--- config.mk ---
export PLATFORM = sky130hd
export DESIGN_NAME = command_device_core_flat
export DESIGN_NICKNAME = d
export VERILOG_FILES = /design/src/rtl/command_device_core_if.sv /design/src/rtl/command_device_core.sv /design/src/flat_wrapper.sv
export SDC_FILE = /design/constraint.sdc
export NUM_CORES = 1
export LEC_CHECK = 0
export CAP_MARGIN = 20
export CORE_ASPECT_RATIO = 1.75
export CORE_UTILIZATION = 60
export CTS_BUF_LIST = sky130_fd_sc_hd__clkbuf_4
export DETAILED_ROUTE_END_ITERATION = 7
export MAX_ROUTING_LAYER = met4
export PLACE_DENSITY_LB_ADDON = 0.05
export SLEW_MARGIN = 20
export SYNTH_ARGS = -nofsm -noshare
export SYNTH_HDL_FRONTEND = slang
export SYNTH_SLANG_ARGS = --single-unit
--- constraint.sdc ---
create_clock -name clock -period 4.9 [get_ports clock]
set_clock_uncertainty 0.05 [all_clocks]
set_input_delay 0.98 -clock clock [delete_from_list [all_inputs] [get_ports clock]]
set_output_delay 0.98 -clock clock [all_outputs]
set_load 0.005 [all_outputs]
--- src/rtl/command_device_core_if.sv ---
// command_device_core_if: command channel and peripheral port bus of the command device core
interface command_device_core_if #(
  parameter int WIDTH = 4,
  parameter int NREGS = 8,
  parameter int NPORTS = 8
);
  localparam int RW = $clog2(NREGS);
  localparam int PW = $clog2(NPORTS);
  logic cmd_valid;
  logic cmd_ready;
  logic [3:0] cmd_op;
  logic [RW-1:0] cmd_rd;
  logic [RW-1:0] cmd_rs;
  logic [WIDTH-1:0] cmd_imm;
  logic [PW-1:0] port_id;
  logic port_read;
  logic port_write;
  logic [WIDTH-1:0] port_data;
  logic [WIDTH-1:0] port_data_in;
  logic port_ack;
  logic port_timeout;
  modport slave (
    input cmd_valid, cmd_op, cmd_rd, cmd_rs, cmd_imm, port_data_in, port_ack,
    output cmd_ready, port_id, port_read, port_write, port_data, port_timeout
  );
  modport master (
    output cmd_valid, cmd_op, cmd_rd, cmd_rs, cmd_imm, port_data_in, port_ack,
    input cmd_ready, port_id, port_read, port_write, port_data, port_timeout
  );
endinterface

--- src/rtl/command_device_core.sv ---
// command_device_core: register file + ALU driven by valid/ready commands, with a handshaked, time-limited port channel
module command_device_core #(
  parameter int WIDTH = 4,
  parameter int NREGS = 8,
  parameter int NPORTS = 8,
  parameter int TIMEOUT = 15
) (
  input  logic clock,
  input  logic reset,
  command_device_core_if.slave bus,
  output logic [WIDTH-1:0] data_out,
  output logic carry_flag,
  output logic zero_flag,
  output logic cmd_illegal
);
  localparam int RW = $clog2(NREGS);
  localparam int PW = $clog2(NPORTS);
  localparam int CW = $clog2(TIMEOUT + 1);
  typedef enum logic {IDLE, PORT} state_t;
  state_t state, state_nx;
  logic [WIDTH-1:0] regs [NREGS];
  logic [CW-1:0] count;
  logic [RW-1:0] dst;
  logic accept, is_io, expired, wr, cw, zw, c_nx;
  logic [WIDTH-1:0] a, b, res;
  assign bus.cmd_ready = state == IDLE && !reset;
  assign accept = bus.cmd_valid && bus.cmd_ready;
  assign is_io = bus.cmd_op == 4'd11 || bus.cmd_op == 4'd12;
  assign expired = count == CW'(TIMEOUT - 1);
  assign a = regs[bus.cmd_rd];
  assign b = regs[bus.cmd_rs];
  assign zw = wr || bus.cmd_op == 4'd13;
  always_comb begin
    wr = 1'b0;
    cw = 1'b0;
    res = a;
    c_nx = carry_flag;
    case (bus.cmd_op)
      4'd1: begin wr = 1'b1; res = bus.cmd_imm; end
      4'd2: begin wr = 1'b1; res = b; end
      4'd3: begin wr = 1'b1; cw = 1'b1; {c_nx, res} = {1'b0, a} + {1'b0, b}; end
      4'd4: begin wr = 1'b1; cw = 1'b1; {c_nx, res} = {1'b0, a} + {1'b0, b} + {{WIDTH{1'b0}}, carry_flag}; end
      // the extra top bit of the difference is the borrow (rd < rs)
      4'd5, 4'd13: begin wr = bus.cmd_op == 4'd5; cw = 1'b1; {c_nx, res} = {1'b0, a} - {1'b0, b}; end
      4'd6: begin wr = 1'b1; cw = 1'b1; res = a & b; c_nx = 1'b0; end
      4'd7: begin wr = 1'b1; cw = 1'b1; res = a | b; c_nx = 1'b0; end
      4'd8: begin wr = 1'b1; cw = 1'b1; res = a ^ b; c_nx = 1'b0; end
      4'd9: begin wr = 1'b1; cw = 1'b1; {c_nx, res} = {a, 1'b0}; end
      4'd10: begin wr = 1'b1; cw = 1'b1; res = a >> 1; c_nx = a[0]; end
      default: ;
    endcase
  end
  always_comb begin
    state_nx = state == IDLE ? (accept && is_io ? PORT : IDLE) : (bus.port_ack || expired ? IDLE : PORT);
  end
  always_ff @(posedge clock) begin
    if (reset) begin
      state <= IDLE;
      regs <= '{default: '0};
      data_out <= '0;
      carry_flag <= 1'b0;
      zero_flag <= 1'b0;
      cmd_illegal <= 1'b0;
      count <= '0;
      dst <= '0;
      bus.port_id <= '0;
      bus.port_read <= 1'b0;
      bus.port_write <= 1'b0;
      bus.port_data <= '0;
      bus.port_timeout <= 1'b0;
    end else begin
      state <= state_nx;
      cmd_illegal <= accept && bus.cmd_op >= 4'd14;
      bus.port_timeout <= 1'b0;
      if (accept && wr) begin
        regs[bus.cmd_rd] <= res;
        data_out <= res;
      end
      if (accept && cw) carry_flag <= c_nx;
      if (accept && zw) zero_flag <= res == '0;
      if (accept && is_io) begin
        bus.port_id <= bus.cmd_imm[PW-1:0];
        bus.port_data <= bus.cmd_op == 4'd12 ? a : bus.port_data;
        bus.port_read <= bus.cmd_op == 4'd11;
        bus.port_write <= bus.cmd_op == 4'd12;
        dst <= bus.cmd_rd;
        count <= '0;
      end
      if (state == PORT) begin
        if (bus.port_ack) begin
          bus.port_read <= 1'b0;
          bus.port_write <= 1'b0;
          if (bus.port_read) begin
            regs[dst] <= bus.port_data_in;
            data_out <= bus.port_data_in;
            zero_flag <= bus.port_data_in == '0;
          end
        end else if (expired) begin
          bus.port_read <= 1'b0;
          bus.port_write <= 1'b0;
          bus.port_timeout <= 1'b1;
        end else count <= count + 1'b1;
      end
    end
  end
endmodule

--- src/flat_wrapper.sv ---
// flat-port wrapper written by rule: the top's interface ports become plain ports
module command_device_core_flat 
#(
  parameter int WIDTH = 4,
  parameter int NREGS = 8,
  parameter int NPORTS = 8,
  parameter int TIMEOUT = 15
)
  (clock, reset, data_out, carry_flag, zero_flag, cmd_illegal, bus_cmd_valid, bus_cmd_op, bus_cmd_rd, bus_cmd_rs, bus_cmd_imm, bus_port_data_in, bus_port_ack, bus_cmd_ready, bus_port_id, bus_port_read, bus_port_write, bus_port_data, bus_port_timeout);
  command_device_core_if #(.WIDTH(WIDTH), .NREGS(NREGS), .NPORTS(NPORTS)) bus_i ();
  input  logic clock;
  input  logic reset;
  output logic [WIDTH-1:0] data_out;
  output logic carry_flag;
  output logic zero_flag;
  output logic cmd_illegal;
  input wire logic [$bits(bus_i.cmd_valid)-1:0] bus_cmd_valid;
  input wire logic [$bits(bus_i.cmd_op)-1:0] bus_cmd_op;
  input wire logic [$bits(bus_i.cmd_rd)-1:0] bus_cmd_rd;
  input wire logic [$bits(bus_i.cmd_rs)-1:0] bus_cmd_rs;
  input wire logic [$bits(bus_i.cmd_imm)-1:0] bus_cmd_imm;
  input wire logic [$bits(bus_i.port_data_in)-1:0] bus_port_data_in;
  input wire logic [$bits(bus_i.port_ack)-1:0] bus_port_ack;
  output wire logic [$bits(bus_i.cmd_ready)-1:0] bus_cmd_ready;
  output wire logic [$bits(bus_i.port_id)-1:0] bus_port_id;
  output wire logic [$bits(bus_i.port_read)-1:0] bus_port_read;
  output wire logic [$bits(bus_i.port_write)-1:0] bus_port_write;
  output wire logic [$bits(bus_i.port_data)-1:0] bus_port_data;
  output wire logic [$bits(bus_i.port_timeout)-1:0] bus_port_timeout;
  assign bus_i.cmd_valid = bus_cmd_valid;
  assign bus_i.cmd_op = bus_cmd_op;
  assign bus_i.cmd_rd = bus_cmd_rd;
  assign bus_i.cmd_rs = bus_cmd_rs;
  assign bus_i.cmd_imm = bus_cmd_imm;
  assign bus_i.port_data_in = bus_port_data_in;
  assign bus_i.port_ack = bus_port_ack;
  assign bus_cmd_ready = bus_i.cmd_ready;
  assign bus_port_id = bus_i.port_id;
  assign bus_port_read = bus_i.port_read;
  assign bus_port_write = bus_i.port_write;
  assign bus_port_data = bus_i.port_data;
  assign bus_port_timeout = bus_i.port_timeout;
  command_device_core #(.WIDTH(WIDTH), .NREGS(NREGS), .NPORTS(NPORTS), .TIMEOUT(TIMEOUT)) u_core (.clock(clock), .reset(reset), .bus(bus_i), .data_out(data_out), .carry_flag(carry_flag), .zero_flag(zero_flag), .cmd_illegal(cmd_illegal));
endmodule
### Word level (Yosys, flattened, before mapping)

Cells that the tools add are included.

* output and inout port bits: 18
* flip-flop bits (word level): 57
* logic and storage cells: 119
* input bits: 22

* reductions and logical operators: 23
* eq/ne operators: 14
* bitwise gates (word level): 7
* muxes and demuxes: 45
* $lt $le $gt $ge: 6
* $add $sub $neg: 4

Operators with widths (number)
* $mux W32: 5
* $bwmux W32: 2
* $mux W4: 14
* $pmux W4 S10: 1
* $eq A4 B4 Y1 const B: 7
* $bmux W4 S3: 2
* $demux W4 S3: 2
* $reduce_or A9 Y1: 2
* $mux W1: 17
* $eq A4 B3 Y1 const B: 4
* $ge A4 B4 Y1 const B: 4
* $not A3 Y4: 3
* $logic_and A1 B1 Y1: 9
* $eq A4 B2 Y1 const B: 2
* $logic_not A4 Y1: 2
* $lt A4 B1 Y1 const B: 2
* $pmux W1 S6: 1
* $reduce_bool A6 Y1: 1
* $reduce_or A3 Y1: 2
* $add A4 B4 Y5: 1
* $add A5 B1 Y5: 1
* $sub A4 B4 Y5: 1
* $add A4 B1 Y4 const B: 1
* $and A4 B4 Y4: 1
* 9 further kinds: 12

### Longest topological paths before layout

Gate-level depths: netlist of run 1.

* depth after elaboration: 14
* gate-level depth with buffers: 15
* mapped depth without buffers: 13

### Worst setup path after synthesis of run 1

OpenSTA, ideal clock, no wires.

* path type: input to register
* start: in bus_cmd_rs[0]
* end: reg u_core.regs[26] in the netlist's numbering
* stages on the path: 12
* setup slack: 0.785 ns
* arrival time: 3.912 ns
* library setup time: 0.153 ns
* path buffers: 1
* data required time: 4.697 ns
* cells stage by stage: buf_2 > mux4_2 > mux2_2 > ha_1 > fa_1 > ha_1 > xnor3_1 > nor2_1 > a311oi_1 > o2111ai_2 > o21ai_0 > a221oi_1

* cells in the longest elaborated chain, start to end: 14
* elaborated cells on any way between the ends: 18
* those cells by class: add/sub (3); mux (11); bitwise (4)

Ends and longest elaborated chain
* start: declaration: RTL line flat_wrapper.sv:20 `input wire logic [$bits(bus_i.cmd_rs)-1:0] bus_cmd_rs;`
* $not A3 Y4 (not written as such) *: RTL line command_device_core.sv:31 `assign b = regs[bus.cmd_rs];`
* $bmux W4 S3 *: RTL line command_device_core.sv:31
* $mux W4 (not written as such) * (2 in a row): RTL line command_device_core.sv:31
* $add A4 B4 Y5: RTL line command_device_core.sv:41, command_device_core.sv:42
* $add A5 B1 Y5: RTL line command_device_core.sv:42 `4'd4: begin wr = 1'b1; cw = 1'b1; {c_nx, res} = {1'b0, a} + {1'b0, b} + {{WIDTH{1'b0}}, carry_flag}; end`
* $pmux W4 S10 *: RTL line command_device_core.sv:38 `case (bus.cmd_op)`
* $bwmux W32 *: RTL line command_device_core.sv:76 `regs[bus.cmd_rd] <= res;`
* $mux W32 *: RTL line command_device_core.sv:75 `if (accept && wr) begin`
* $mux W32 *: RTL line command_device_core.sv:57 `if (reset) begin`
* $bwmux W32: RTL line command_device_core.sv:94 `regs[dst] <= bus.port_data_in;`
* $mux W32: RTL line command_device_core.sv:93 `if (bus.port_read) begin`
* $mux W32: RTL line command_device_core.sv:90 `if (bus.port_ack) begin`
* $mux W32 *: RTL line command_device_core.sv:89 `if (state == PORT) begin`
* end signal: indexed assignment: RTL line command_device_core.sv:76
* end signal: indexed assignment: RTL line command_device_core.sv:94
* end: declaration: RTL line command_device_core.sv:21 `logic [WIDTH-1:0] regs [NREGS];`

Every way passes the cells marked *; elsewhere a longest branch is shown, timed or not. The select of a mux whose other input is x is not followed.
A chain may end at the register's enable or synchronous reset.

### Worst setup path after layout of run 1

Same ends and word-level chain as after synthesis.

==> qor.txt, run 1 <==
Period minus WS final: 4.474 ns
# hold bufs at CTS: 0
DRT iter0 DRCs: 510
mean area per synthesized cell: 8.420 um2
Core Region: 6957 um2
period utilization: 91.30%
CTS tree: done
layout cells sized above 1: 16.06%
min-delay worst type: flip-flop to flip-flop
Worst Setup Start Kind: input port
# DRC: 0
Ys Warns: 0
clock slew at reported path FFs: 0.12 ns
final hold violations: 0
P&R area growth vs syn: 16.57%
CP Max Fanout: 10
final wirelength: 14810 um
Die Y-Extent: 115.1 um
status: finished clean
FP Rows: 40
worst hold path endpoint: u_core.bus.port_id[0]$_SDFFE_PP0P_
pwr dens: 229.5 nW/um2
GR Util met1: 41.03%
cell at the root of the clock tree: clkbuf_4
Non-Filler Instances: 657
setup repair bufs after CTS: 0
Worst slew margin: 28.30%
gr usage total: 42.11%
# diodes: 0
register bit count reported by yosys: 57
Fmax: 0.2235 GHz
worst reg2reg path startpoint: u_core.regs[0]$_SDFF_PP0_
data arrival time of the worst path: 4.71 ns
Fin Hold WS: 0.4613 ns
H-tree Lvls: 3
GRT met2 Usage: 72.26%
Placed Area: 4921 um2
Async SR Flop Fraction: 0%
Pre-antenna DRT Iters: 7
post-DP HPWL: 11220 um
Port Buffer Count: 39
CTS buffer count: 9
clk buf depth: 2
Max Slew Vio Count: 0
Worst Reg-to-Reg Cells: 11
pre-CTS setup slack: -0.005784 ns
Avg WL per Cell: 22.54 um
top cells by area, synth: dfxtp_1 26%, a221oi_1 5.6%, a21oi_1 5.5%
fin area: 5114 um2
IO Count: 40
Yosys top cell by area: dfxtp_1
Slew @ Worst Pin: 1.067 ns
final worst setup slack: 0.4261 ns
Crit Path Class: input port to flip-flop
DIE WIDTH: 66.64 um
number of instances in the placed design: 641
Commonest cells post-synth: 57 x dfxtp_1, 57 x nor2_1, 48 x a21oi_1
post-synthesis sequential area ratio: 26.01%
Worst-Skew Late Latency: 0.42 ns
gp weighted congestion: 1.076
initial antenna violation count: 0
nature of the critical path endpoint: flip-flop
Layout Nets: 608
met3 usage: 6.647%
cell area after synthesis: 4387 um2
Pleak: 0.001889 uW
first-pass GRT wire length: 22970 um
Vias/cell: 6.950
Starting Density: 63.06%
DIE AREA: 7671 um2
r2r setup slk: 1.19 ns
Synth Instances: 521
syn nets: 561
Netlist cell types: 76
Most used DFF post-synth: dfxtp_1
RR Endpoint: u_core.regs[26]$_SDFF_PP0_
Peak supply drop: 0.2428 mV
RSZ-0062 raised after global routing: no
grt total ovfl: 0
number of global-route vias before repair: 4538
HP Start: u_core.bus.port_id[0]$_SDFFE_PP0P_
Post-CTS Resized: 0
layer with the highest usage: met2
Finish-stage setup viols: 0
Detail Route Antenna Nets: 0
hold depth: 2
utilization after layout: 73.51%
Req. time, crit path: 5.13 ns
Max-cap violations: 0
clock net sink count: 57
largest net degree at the start of global routing: 58
Yosys top cell area share: 26.01%
vias: 4566
EDFF count, synth: 0
[how the worst max path moves through the flow]
| stage | start | end | slack, ns | depth (start not counted) |
|---|---|---|---|---|
| final | bus_cmd_rs[0] | u_core.regs[26]$_SDFF_PP0_ | 0.43 | 12 |
| after global routing | bus_cmd_rs[0] | u_core.data_out[2]$_SDFF_PP0_ | 0.31 | 12 |
| after CTS | bus_cmd_rs[0] | u_core.regs[26]$_SDFF_PP0_ | 0.45 | 12 |
| after detailed placement | bus_cmd_rs[0] | u_core.regs[26]$_SDFF_PP0_ | -0.006 | 12 |
| after global placement | bus_cmd_rs[0] | u_core.regs[26]$_SDFF_PP0_ | 0.14 | 12 |
| after floorplan | bus_cmd_rs[0] | u_core.regs[26]$_SDFF_PP0_ | 0.78 | 12 |
[power by group]
part           total [uW]  switching (uW)  internal, uW
Clock                 475             211           263
Sequential            478            6.88           471
Combinational         222             131          90.2
Total                1170             350           824
[cells by family after synthesis]
logic type	after synthesis	synth area share [%]
and+or+nand+nor	196	24.39
AOI/OAI and AO/OA	155	25.16
buffers and inverters	57	6.474
DFF	57	26.01
muxes	32	10.67
adders and majority gates	18	5.476
xor gates and xnor gates	6	1.826
[area by class of cell]
cell class,instances,area (um2)
clock buffers,9,67.56
flip-flops and latches,57,1141
repair buffers,69,623.1
clock inverters,7,125.1
multi-input cells,407,2962
well taps,84,105.1
fillers,576,1843
inverters,24,90.09
[critical path, cell delays in order]
cell	delay [ns]
clkdlybuf4s50_1	0.56
mux4_2	0.53
mux2_2	0.32
ha_1	0.25
fa_1	0.51
ha_1	0.23
xnor3_1	0.20
nor2_1	0.04
a311oi_1	0.27
o2111ai_2	0.38
o21ai_0	0.31
a221oi_1	0.11
[routing by layer]
layer | part of all wire, % | wire (um)
met1 | 34 | 4970
met2 | 52 | 7673
met3 | 6.3 | 931
met4 | 8.3 | 1236
met5 | 0 | 0
[layout by cell type (no fill, tap or decap), types with 8 or more instances in the layout]
cell type        count
a21oi_1             48
a221oi_1            28
buf_4               29
clkbuf_4             9
clkdlybuf4s50_1     38
dfxtp_1             57
ha_1                16
inv_1               20
mux2i_1             16
mux4_2              10
nand2_1             38
nand2b_1            12
nand3_1             14
nor2_1              57
nor2b_1             13
nor3_1               8
nor4_1              12
o21ai_0             12
o21ai_1             10
o31ai_1              9
o41ai_1              9
[sequential cells by signal, summed over array words and instances (netlist names)]
signal,flops
u_core.regs,32
u_core.bus.port_data,4
u_core.count,4
u_core.data_out,4
u_core.bus.port_id,3
u_core.dst,3
u_core.bus.port_read,1
u_core.bus.port_timeout,1
u_core.bus.port_write,1
u_core.carry_flag,1
u_core.cmd_illegal,1
u_core.state,1
u_core.zero_flag,1
[per-stage QoR]
step / TNS (ns) / power [uW]
6_report: 0 / 1174
5_1_grt: 0 / 1206
4_1_cts: 0 / 1166
2_1_floorplan: 0 / 622.1
3_3_place_gp: 0 / 700.3
3_5_place_dp: -0.005784 / 703.2
(Power assumes the default switching activity.)
==> run 2: changes to the inputs <==
--- a/config.mk
+++ b/config.mk
@@ -12,6 +12,7 @@
 export DETAILED_ROUTE_END_ITERATION = 7
 export MAX_ROUTING_LAYER = met4
 export PLACE_DENSITY_LB_ADDON = 0.05
+export SKIP_CTS_REPAIR_TIMING = 1
 export SLEW_MARGIN = 20
 export SYNTH_ARGS = -nofsm -noshare
 export SYNTH_HDL_FRONTEND = slang
==> results of run 2 <==
Same layout as run 1: the final DEF is identical, and so are final timing and power.
==> run 3: changes to the inputs <==
--- a/config.mk
+++ b/config.mk
@@ -7,13 +7,12 @@
 export LEC_CHECK = 0
 export CAP_MARGIN = 20
 export CORE_ASPECT_RATIO = 1.75
-export CORE_UTILIZATION = 60
+export CORE_UTILIZATION = 50
 export CTS_BUF_LIST = sky130_fd_sc_hd__clkbuf_4
 export DETAILED_ROUTE_END_ITERATION = 7
 export MAX_ROUTING_LAYER = met4
 export PLACE_DENSITY_LB_ADDON = 0.05
 export SKIP_CTS_REPAIR_TIMING = 1
-export SLEW_MARGIN = 20
 export SYNTH_ARGS = -nofsm -noshare
 export SYNTH_HDL_FRONTEND = slang
 export SYNTH_SLANG_ARGS = --single-unit
==> qor.txt, run 3 (synthesized netlist as in run 1, its figures left out) <==
status: finished clean
Avg WL per Cell: 21.87 um (-3.0%)
Die Y-Extent: 125.9 um (+9.4%)
largest net degree at the start of global routing: 58 (unchanged)
Vias/cell: 6.403 (-7.9%)
Port Buffer Count: 39 (unchanged)
Max Slew Vio Count: 0 (unchanged)
gp weighted congestion: 0.9677 (-10%)
grt total ovfl: 0 (unchanged)
P&R area growth vs syn: 16.94%
nature of the critical path endpoint: flip-flop
Detail Route Antenna Nets: 0 (unchanged)
DIE AREA: 9167 um2 (+20%)
Max-cap violations: 0 (unchanged)
CP Max Fanout: 10 (unchanged)
Core Region: 8423 um2 (+21%)
number of global-route vias before repair: 4336 (-4.5%)
Multi-input gate area: 2962 um2 (unchanged)
# DRC: 0 (unchanged)
final hold violations: 0 (unchanged)
clock net sink count: 57 (unchanged)
vias: 4418 (-3.2%)
layout cells sized above 1: 16.20% (+0.15 points)
clk buf depth: 2 (unchanged)
slowest cell on the critical path: clkdlybuf4s50_1
Buf+Inv Stages, Crit Path: 2 (+1)
FP Rows: 44 (+10%)
final setup TNS: 0 ns (unchanged)
final wirelength: 15090 um (+1.9%)
cell at the root of the clock tree: clkbuf_4
RSZ-0062 raised after global routing: no
Peak supply drop: 0.1600 mV (-34%)
Worst-Skew Late Latency: 0.43 ns (about the same)
Period minus WS final: 4.340 ns (-0.1343 ns)
Pleak: 0.001877 uW (-0.64%)
clock slew at reported path FFs: 0.11 ns (about the same)
Finish-stage setup viols: 0 (unchanged)
DRT iter0 DRCs: 302 (-41%)
min-delay worst type: flip-flop to flip-flop
combinational power share: 21.2% (+2.3 points)
Largest register FFs: 32 (unchanged)
storage element area: 1141 um2 (unchanged)
Fill cells: 816 (+42%)
pwr dens: 206.3 nW/um2 (-10%)
Pint: 716.8 uW (-13%)
Starting Density: 52.08% (-11 points)
Seq pwr share: 45.1% (+4.4 points)
Fmax: 0.2304 GHz (+3.1%)
CTS buffer count: 9 (unchanged)
Pre-antenna DRT Iters: 7 (unchanged)
IO Count: 40 (unchanged)
period utilization: 88.56% (-2.7 points)
utilization after layout: 60.90% (-13 points)
H-tree Lvls: 3 (unchanged)
DIE WIDTH: 72.81 um (+9.3%)
Crit Path Class: input port to flip-flop
CTS tree: done
Crit path largest cell delay: 0.58 ns (+0.02 ns)
gr usage total: 35.27% (-6.8 points)
crit-path leading delay family: simple AND/OR/NAND/NOR gates
data arrival time of the worst path: 4.66 ns (-0.05 ns)
Worst Setup Start Kind: input port
Worst slew margin: 19.04% (-9.3 points)
Clk pwr share: 33.7% (-6.7 points)
first-pass GRT wire length: 23060 um (+0.39%)
initial antenna violation count: 1 (+1)
Req. time, crit path: 5.22 ns (+0.09 ns)
CP Cell Sequence: clkdlybuf4s50_1 > buf_4 > mux4_2 > mux2i_1 > ha_1 > and3_1 > or3_1 > nand3_1 > nand4_4 > o32ai_2 > a41o_1
commonest cells after routing, fill and taps aside: 57 x nor2_1, 57 x dfxtp_1, 48 x a21oi_1, 38 x nand2_1, 38 x clkdlybuf4s50_1
Biggest register: u_core.regs
post-DP HPWL: 11600 um (+3.3%)
Layout Nets: 609 (+0.16%)
P_sw: 341.7 uW (-2.3%)
Sw Share: 32.28% (+2.5 points)
Slew @ Worst Pin: 1.205 ns (+0.1378 ns)
run 3: changes by cell type in the layout (fill, tap and decap cells not counted), sizes merged:
cell | previous run | this run
bufinv | 3 | 1
clkinv | 6 | 8
clkbuf | 9 | 10
clkinvlp | 0 | 1
diode | 0 | 1
inv | 22 | 21
run 3: layer usage:
metal / GRT usage (%) / vias up / routed length, um
li1: - / 2072 / -
met1: 35.12 / 2059 / 5313
met2: 60.42 / 205 / 7806
met3: 4.880 / 82 / 702
met4: 26.64 / 0 / 1268
met5: - / - / 0
run 3: layout make-up:
| class | instances | area share (%) |
|---|---|---|
| antenna | 1 | 0.04878 |
| clock inverter | 7 | 1.366 |
| sequential | 57 | 22.24 |
| multi-input combinational | 407 | 57.73 |
| timing repair buffer | 70 | 12.73 |
| clock buffer | 9 | 1.317 |
| tap | 115 | 2.805 |
| inverter | 24 | 1.756 |
run 3: worst paths after layout:
| check | to | from | cells after the start | slack [ns] |
|---|---|---|---|---|
| max | u_core.zero_flag$_SDFF_PP0_ | bus_cmd_rs[0] | 11 | 0.56 |
| min | u_core.bus.port_id[0]$_SDFFE_PP0P_ | u_core.bus.port_id[0]$_SDFFE_PP0P_ | 2 | 0.45 |
| max reg2reg | u_core.regs[13]$_SDFF_PP0_ | u_core.regs[20]$_SDFF_PP0_ | 11 | 1.42 |
| min reg2reg | u_core.bus.port_id[0]$_SDFFE_PP0P_ | u_core.bus.port_id[0]$_SDFFE_PP0P_ | 2 | 0.45 |
run 3: worst min-delay path, cell delays in order, from the launching register on:
cell,delay (ns)
dfxtp_1,0.34
a21oi_1,0.06
nor2_1,0.07
run 3: power groups by stage:
stage | sequential, uW | clock, uW | combinational (uW)
2_1_floorplan | 486 | 0 | 136
5_1_grt | 478 | 384 | 237
3_3_place_gp | 488 | 0 | 217
3_5_place_dp | 488 | 0 | 219
6_report | 477 | 357 | 224
4_1_cts | 477 | 363 | 220
run 3: metrics by stage:
stage,setup WS (ns),instance area (um2),hold slack [ns],std cells,power [uW]
5_1_grt,0.3839,5130,0.4911,690,1099
3_3_place_gp,0.2364,4977,0.4181,671,704.5
6_report,0.5604,5130,0.4546,690,1058
3_5_place_dp,0.1628,4982,0.4297,672,706.7
2_1_floorplan,0.7849,4387,0.4240,521,622.1
4_1_cts,0.5959,5120,0.4577,688,1060
